--- src/rtl/multiplexer_mac.sv ---
// Board-level sum-of-products engine: buffers N operand pairs from the switches, accumulates
// sum(A_i*B_i) one pair per cycle and shows operands or result on four seven-segment digits.
module multiplexer_mac #(
  parameter int unsigned W        = 8,
  parameter int unsigned N        = 2,
  parameter int unsigned DEBOUNCE = 250000
) (
  input  logic       CLOCK_50,
  input  logic [3:0] KEY,
  input  logic [9:0] SW,
  output logic [6:0] HEX0,
  output logic [6:0] HEX1,
  output logic [6:0] HEX2,
  output logic [6:0] HEX3,
  output logic [9:0] LEDR
);

  localparam int unsigned RW = 2 * W + $clog2(N);
  localparam int unsigned BN = 2 * N;
  localparam int unsigned PW = $clog2(BN);
  localparam int unsigned IW = (N > 1) ? $clog2(N) : 1;
  localparam int unsigned CW = $clog2(DEBOUNCE + 1);

  typedef enum logic [1:0] {StIdle, StMac, StDone} state_e;

  logic clk;
  logic rst_n;
  assign clk   = CLOCK_50;
  assign rst_n = KEY[0];

  // Index 0 is the load button (KEY[1]), index 1 the start button (KEY[2]).
  logic [1:0]    btn_raw;
  logic [1:0]    s1_q, s2_q, db_q, db_prev_q;
  logic [CW-1:0] cnt_q [2];
  logic [1:0]    pulse;
  logic          v1_q, v2_q;

  assign btn_raw = KEY[2:1];
  assign pulse   = db_prev_q & ~db_q;

  always_ff @(posedge clk or negedge rst_n) begin
    if (!rst_n) begin
      s1_q      <= 2'b11;
      s2_q      <= 2'b11;
      db_q      <= 2'b11;
      db_prev_q <= 2'b11;
      v1_q      <= 1'b1;
      v2_q      <= 1'b1;
      for (int k = 0; k < 2; k++) cnt_q[k] <= '0;
    end else begin
      s1_q      <= btn_raw;
      s2_q      <= s1_q;
      db_prev_q <= db_q;
      v1_q      <= KEY[3];
      v2_q      <= v1_q;
      for (int k = 0; k < 2; k++) begin
        if (s2_q[k] == db_q[k]) begin
          cnt_q[k] <= '0;
        end else if (cnt_q[k] == CW'(DEBOUNCE - 1)) begin
          db_q[k]  <= s2_q[k];
          cnt_q[k] <= '0;
        end else begin
          cnt_q[k] <= cnt_q[k] + 1'b1;
        end
      end
    end
  end

  logic          load_pulse, start_pulse;
  state_e        state_q;
  logic [W-1:0]  opbuf_q [BN];
  logic [PW-1:0] wr_ptr_q;
  logic [IW-1:0] i_q;
  logic [RW-1:0] acc_q, result_q;
  logic          done_q;
  logic [W-1:0]  mac_a, mac_b;
  logic [RW-1:0] prod;

  assign load_pulse  = pulse[0];
  assign start_pulse = pulse[1];

  always_comb begin
    mac_a = opbuf_q[PW'({i_q, 1'b0})];
    mac_b = opbuf_q[PW'({i_q, 1'b1})];
    prod  = RW'(mac_a) * RW'(mac_b);
  end

  // Start is checked first so a coincident load pulse is dropped.
  always_ff @(posedge clk or negedge rst_n) begin
    if (!rst_n) begin
      state_q  <= StIdle;
      acc_q    <= '0;
      result_q <= '0;
      done_q   <= 1'b0;
      wr_ptr_q <= '0;
      i_q      <= '0;
      for (int k = 0; k < int'(BN); k++) opbuf_q[k] <= '0;
    end else begin
      unique case (state_q)
        StIdle: begin
          if (start_pulse) begin
            state_q <= StMac;
            acc_q   <= '0;
            i_q     <= '0;
          end else if (load_pulse && SW[9]) begin
            opbuf_q[wr_ptr_q] <= SW[W-1:0];
            wr_ptr_q <= (wr_ptr_q == PW'(BN - 1)) ? '0 : wr_ptr_q + 1'b1;
            done_q   <= 1'b0;
          end
        end
        StMac: begin
          acc_q <= acc_q + prod;
          i_q   <= i_q + 1'b1;
          if (i_q == IW'(N - 1)) state_q <= StDone;
        end
        StDone: begin
          result_q <= acc_q;
          done_q   <= 1'b1;
          state_q  <= StIdle;
        end
        default: state_q <= StIdle;
      endcase
    end
  end

  function automatic logic [6:0] seg7(input logic [3:0] d);
    logic [6:0] s;
    case (d)
      4'h0: s = 7'b1000000;
      4'h1: s = 7'b1111001;
      4'h2: s = 7'b0100100;
      4'h3: s = 7'b0110000;
      4'h4: s = 7'b0011001;
      4'h5: s = 7'b0010010;
      4'h6: s = 7'b0000010;
      4'h7: s = 7'b1111000;
      4'h8: s = 7'b0000000;
      4'h9: s = 7'b0010000;
      4'hA: s = 7'b0001000;
      4'hB: s = 7'b0000011;
      4'hC: s = 7'b1000110;
      4'hD: s = 7'b0100001;
      4'hE: s = 7'b0000110;
      default: s = 7'b0001110;
    endcase
    return s;
  endfunction

  logic [PW-1:0] last_ptr, a_idx, b_idx;
  logic [31:0]   res_ext;
  logic [15:0]   disp;
  logic          overflow, busy;

  always_comb begin
    last_ptr = (wr_ptr_q == '0) ? PW'(BN - 1) : wr_ptr_q - 1'b1;
    a_idx    = last_ptr & ~PW'(1);
    b_idx    = a_idx | PW'(1);
    res_ext  = 32'(result_q);
    overflow = |res_ext[31:16];
    busy     = (state_q != StIdle);
    disp     = v2_q ? {8'(opbuf_q[a_idx]), 8'(opbuf_q[b_idx])} : res_ext[15:0];
    HEX3     = seg7(disp[15:12]);
    HEX2     = seg7(disp[11:8]);
    HEX1     = seg7(disp[7:4]);
    HEX0     = seg7(disp[3:0]);
    LEDR     = {overflow, busy, done_q, 4'b0000, 3'(wr_ptr_q)};
  end

  logic unused_sw;
  assign unused_sw = ^SW[8:W];

endmodule
--- config.mk ---
export PLATFORM = sky130hd
export DESIGN_NAME = multiplexer_mac
export DESIGN_NICKNAME = d
export VERILOG_FILES = /design/src/rtl/multiplexer_mac.sv
export SDC_FILE = /design/constraint.sdc
export NUM_CORES = 1
export LEC_CHECK = 0
export ABC_AREA = 1
export CELL_PAD_IN_SITES_DETAIL_PLACEMENT = 2
export CELL_PAD_IN_SITES_GLOBAL_PLACEMENT = 2
export CORE_MARGIN = 1.5
export CORE_UTILIZATION = 39
export CTS_CLUSTER_SIZE = 40
export DETAILED_ROUTE_END_ITERATION = 10
export PLACE_DENSITY_LB_ADDON = 0.3
export SETUP_SLACK_MARGIN = 0.5
export SLEW_MARGIN = 20
export SYNTH_ARGS = -nofsm -noshare
export SYNTH_HDL_FRONTEND = slang
export SYNTH_SLANG_ARGS = --single-unit
--- constraint.sdc ---
create_clock -name CLOCK_50 -period 13.15 [get_ports CLOCK_50]
set_input_delay 3.2875 -clock CLOCK_50 [delete_from_list [all_inputs] [get_ports CLOCK_50]]
set_output_delay 3.2875 -clock CLOCK_50 [all_outputs]
set_load 0.05 [all_outputs]
==> summary.md <==
| Metric | Value |
|---|---|
| Peak VDD IR | ~0.093 mV |
| Hold crit path type | flop to flop |
| H-tree depth | 4 |
| Critical Path Source Type | flop |
| Cell taking the most area after synthesis | dfrtp_1 |
| DR WL/cell | slightly above 20 um |
| Register area share after synthesis | 31.8% |
| Main synth FF type | dfrtp_1 |
| Max-cap violations | 0 |
| Hold depth | 0 |
| Fmax | 128 MHz |
| Area Growth Syn to Fin | 14.0% |
| Cts hold-fix bufs | 0 |
| Clock sink total | 118 |
| Register share of total power | 41.7% |
| Number of synthesized flops with an enable pin | 0 |
| Mapped Cells | 1,248 |
| Clock tree from TritonCTS | done |
| Sw Pwr | ~0.24 mW |
| Top post-synthesis cells by area | dfrtp_1 29%, nand2_1 14%, fa_1 11% |
| Design area | 10,600 um2 |
| RSZ-0062 raised after global routing | false |
| Clock tree buffer depth | 2 |
| # diodes | 0 |
| Post-CTS Setup Inserts | 0 |
| Synth warn | 0 |
| Synth unique cells | 38 |
| Crit-path max FO | 18 |
| WL final | about 33,000 um |
| Resized Gates After CTS | 0 |
| Drt pass-1 iters | 4 |
| Tot GR Track Use | 28.4% |
| Die area | 24,800 um2 |
| Comb power frac | 5.0% |
| Placeable core area | around 23,000 um2 |
| Final setup TNS | 0 ns |
| Status | completed |
| Die W | 158 um |
| Initial Util | 39.7% |
| Initial DRC count | 304 |
| Mean Syn Cell Area | between 7 and 8 um2 |
| Crit Path Class | flop to output pin |
| Area of the multi-input gates | 5280 um2 |
| Port-buffer cells | 46 |
| # DRC | 0 |
| Die Y | ~160 um |
| Clock transition at path regs | 0.06 ns |
| Initial antenna violation count | 0 |
| Worst Path Required | 9.86 ns |
| Layout cell share with drive strength beyond 1 | 6.80% |
| Placed Area | 10,000 um2 |
| Final net count | 1,429 |
| Worst slew pin tran | ~1.1 ns |
| Final Wtd Congestion | 0.781 |
| Setup Skew | 0.0135 ns |
| Setup ws final | ~5.4 ns |
| Post-place setup slack | 5.95 ns |
| CTS root buffer | clkbuf_16 |
| Final critical-path required period | 7.80 ns |
| Final Max Slew Viols | 0 |
| Finished Layout Cells | 1,628 |
| Internal power | 0.650 mW |
| Fillers | 2,688 |
| Avg Vias per Cell | roughly 5.2 |
| CTS Buf Count | 17 |
| Worst r2r path cells | 20 |
| Register area | between 2000 and 3000 um2 |
| Switching Share | roughly a quarter |
| Final period utilization | roughly 59% |
| # rows | 56 |
| Max transition margin | 26.7% |
| Vias in the first global route | a little under 10,000 |
| Pwr dens | 83.4 nW/um2 |
| GRT Residual Overflow | 0 |
| Async SR Flop Fraction | 100% |
| Detail Route Antenna Nets | 0 |
| DP HPWL | around 23,000 um |
| Worst Path Arrival | between 4 and 5 ns |
| Finish-stage setup viols | 0 |
| First-pass GRT wire length | 53,000 um |
| Synth Cell Area | 9320 um2 |
| Top-area cell type share of the netlist area | between 20% and 30% |
| Clock share of power | 53.3% |
| Later-pin clock latency in the skew report | around 0.44 ns |
| # IOs | 53 |
| FF+latch count, synth | 118 |
| Endpoints failing hold | 0 |
| Via count | 8,495 |
| Largest net degree at the start of global routing | 61 |
| Dpl cells | 1,596 |
| Critical path capture point type | output pin |
| LEAKAGE | 5.45 nW |
[layer usage]
metal,vias up,part of all wire (%),GRT usage [%]
met5,-,0,0
met3,88,2.3,4.02
met1,4336,40,31.9
met4,0,4.0,13.6
met2,158,54,52.7
li1,3913,-,-
[per-stage QoR]
stage	hold WS (ns)	total power, mW	util (%)
5_1_grt	0.362	0.911	45.3
2_1_floorplan	0.345	0.400	-
3_3_place_gp	0.345	0.420	42.8
6_report	0.357	0.886	45.3
3_5_place_dp	0.348	0.421	42.8
4_1_cts	0.357	0.893	45.3
[registers in the layout, summed over array words and instances (netlist names), 2 cells and up]
signal	count
db_q	2
result_q	17
wr_ptr_q	2
state_q	2
db_prev_q	2
opbuf_q	32
s2_q	2
cnt_q	36
s1_q	2
acc_q	17
[critical path, cell delays in order, from the launching register on]
cell and delay (ns):
dfrtp_1 0.44, inv_1 0.12, ha_1 0.86, inv_4 0.25, nand2_1 0.15, nand2_1 0.08, nand2_1 0.06, o21ai_0 0.37
inv_1 0.24, ha_1 0.24, inv_1 0.07, nor2_1 0.17, o21ai_0 0.13, nand2_1 0.08, clkdlybuf4s50_1 0.80
[cell usage in the layout (no fill, tap or decap), drive strengths merged]
cell | Yosys | final
o21a | 4 | 4
xor2 | 12 | 12
nand3 | 47 | 47
or2 | 16 | 16
clkdlybuf4s50 | 0 | 45
buf | 19 | 7
nor2 | 127 | 127
xnor2 | 5 | 5
o21bai | 1 | 1
nand2 | 342 | 342
a21boi | 4 | 4
o21ai | 120 | 120
dfrtp | 108 | 108
nor3b | 2 | 2
inv | 238 | 242
conb | 1 | 5
o22ai | 5 | 5
dfstp | 10 | 10
clkinv | 0 | 3
a31oi | 4 | 4
a21oi | 19 | 19
mux2 | 2 | 2
and2 | 1 | 1
clkbuf | 8 | 20
nand4 | 11 | 11
fa | 50 | 50
ha | 68 | 68
nor3 | 22 | 22
clkinvlp | 0 | 4
bufinv | 0 | 1
nand3b | 2 | 2
[worst paths after layout]
kind | from | endpoint | slack (ns)
setup / recovery | wr_ptr_q[0] | HEX3[0] | 5.35
hold / removal | s1_q[1] | s2_q[1] | 0.36
setup reg to reg | i_q | acc_q[11] | 6.83
hold reg to reg | s1_q[1] | s2_q[1] | 0.36
max in group asynchronous | KEY[0] | acc_q[13] | 8.85
min in group asynchronous | KEY[0] | cnt_q[1] | 2.91
[synth_stat cells, types with 2 or more instances]
cell        n
nor2_1    125
or2_2      16
o21ai_2     8
inv_2       4
nand4_1    11
buf_4      10
nand3_1    47
inv_1     233
xor2_1     12
nor2_2      2
a21oi_4     2
buf_2       3
o21ai_0    81
mux2_2      2
o22ai_1     5
nand2_4     4
dfstp_2    10
clkbuf_1    8
ha_1       68
o21a_1      4
nand2_1   338
a21boi_0    4
xnor2_1     5
buf_6       6
a21oi_1    17
nor3_1     21
dfrtp_1   108
fa_1       50
o21ai_1    31
a31oi_1     4
nor3b_1     2
[power groups by stage]
| stage | Sequential (mW) | Clock, mW | Combinational, mW |
|---|---|---|---|
| after floorplan | 0.374 | 0 | 0.0260 |
| after global placement | 0.376 | 0 | 0.0442 |
| after detailed placement | 0.376 | 0 | 0.0452 |
| after CTS | 0.369 | 0.478 | 0.0457 |
| after global routing | 0.370 | 0.492 | 0.0492 |
| final | 0.369 | 0.472 | 0.0445 |
[cell type report]
class | instances | share of cell area [%]
tap | 319 | 3.76
timing repair buffer | 52 | 4.74
multi-input combinational | 869 | 49.7
clock inverter | 12 | 1.11
inverter | 238 | 8.43
clock buffer | 20 | 4.30
sequential | 118 | 27.9
[cells by family (layout without fill, tap and decap cells)]
family,after synthesis,count (layout),share of synthesized area [%]
xor+xnor,17,17,1.60
simple gates,570,570,25.4
flops,118,118,31.8
fa+ha+maj,118,118,19.9
other cells,1,5,0.0402
mux,2,2,0.242
compound gates,157,157,9.36
buf+inv,265,322,11.6
(Power assumes the default switching activity.)
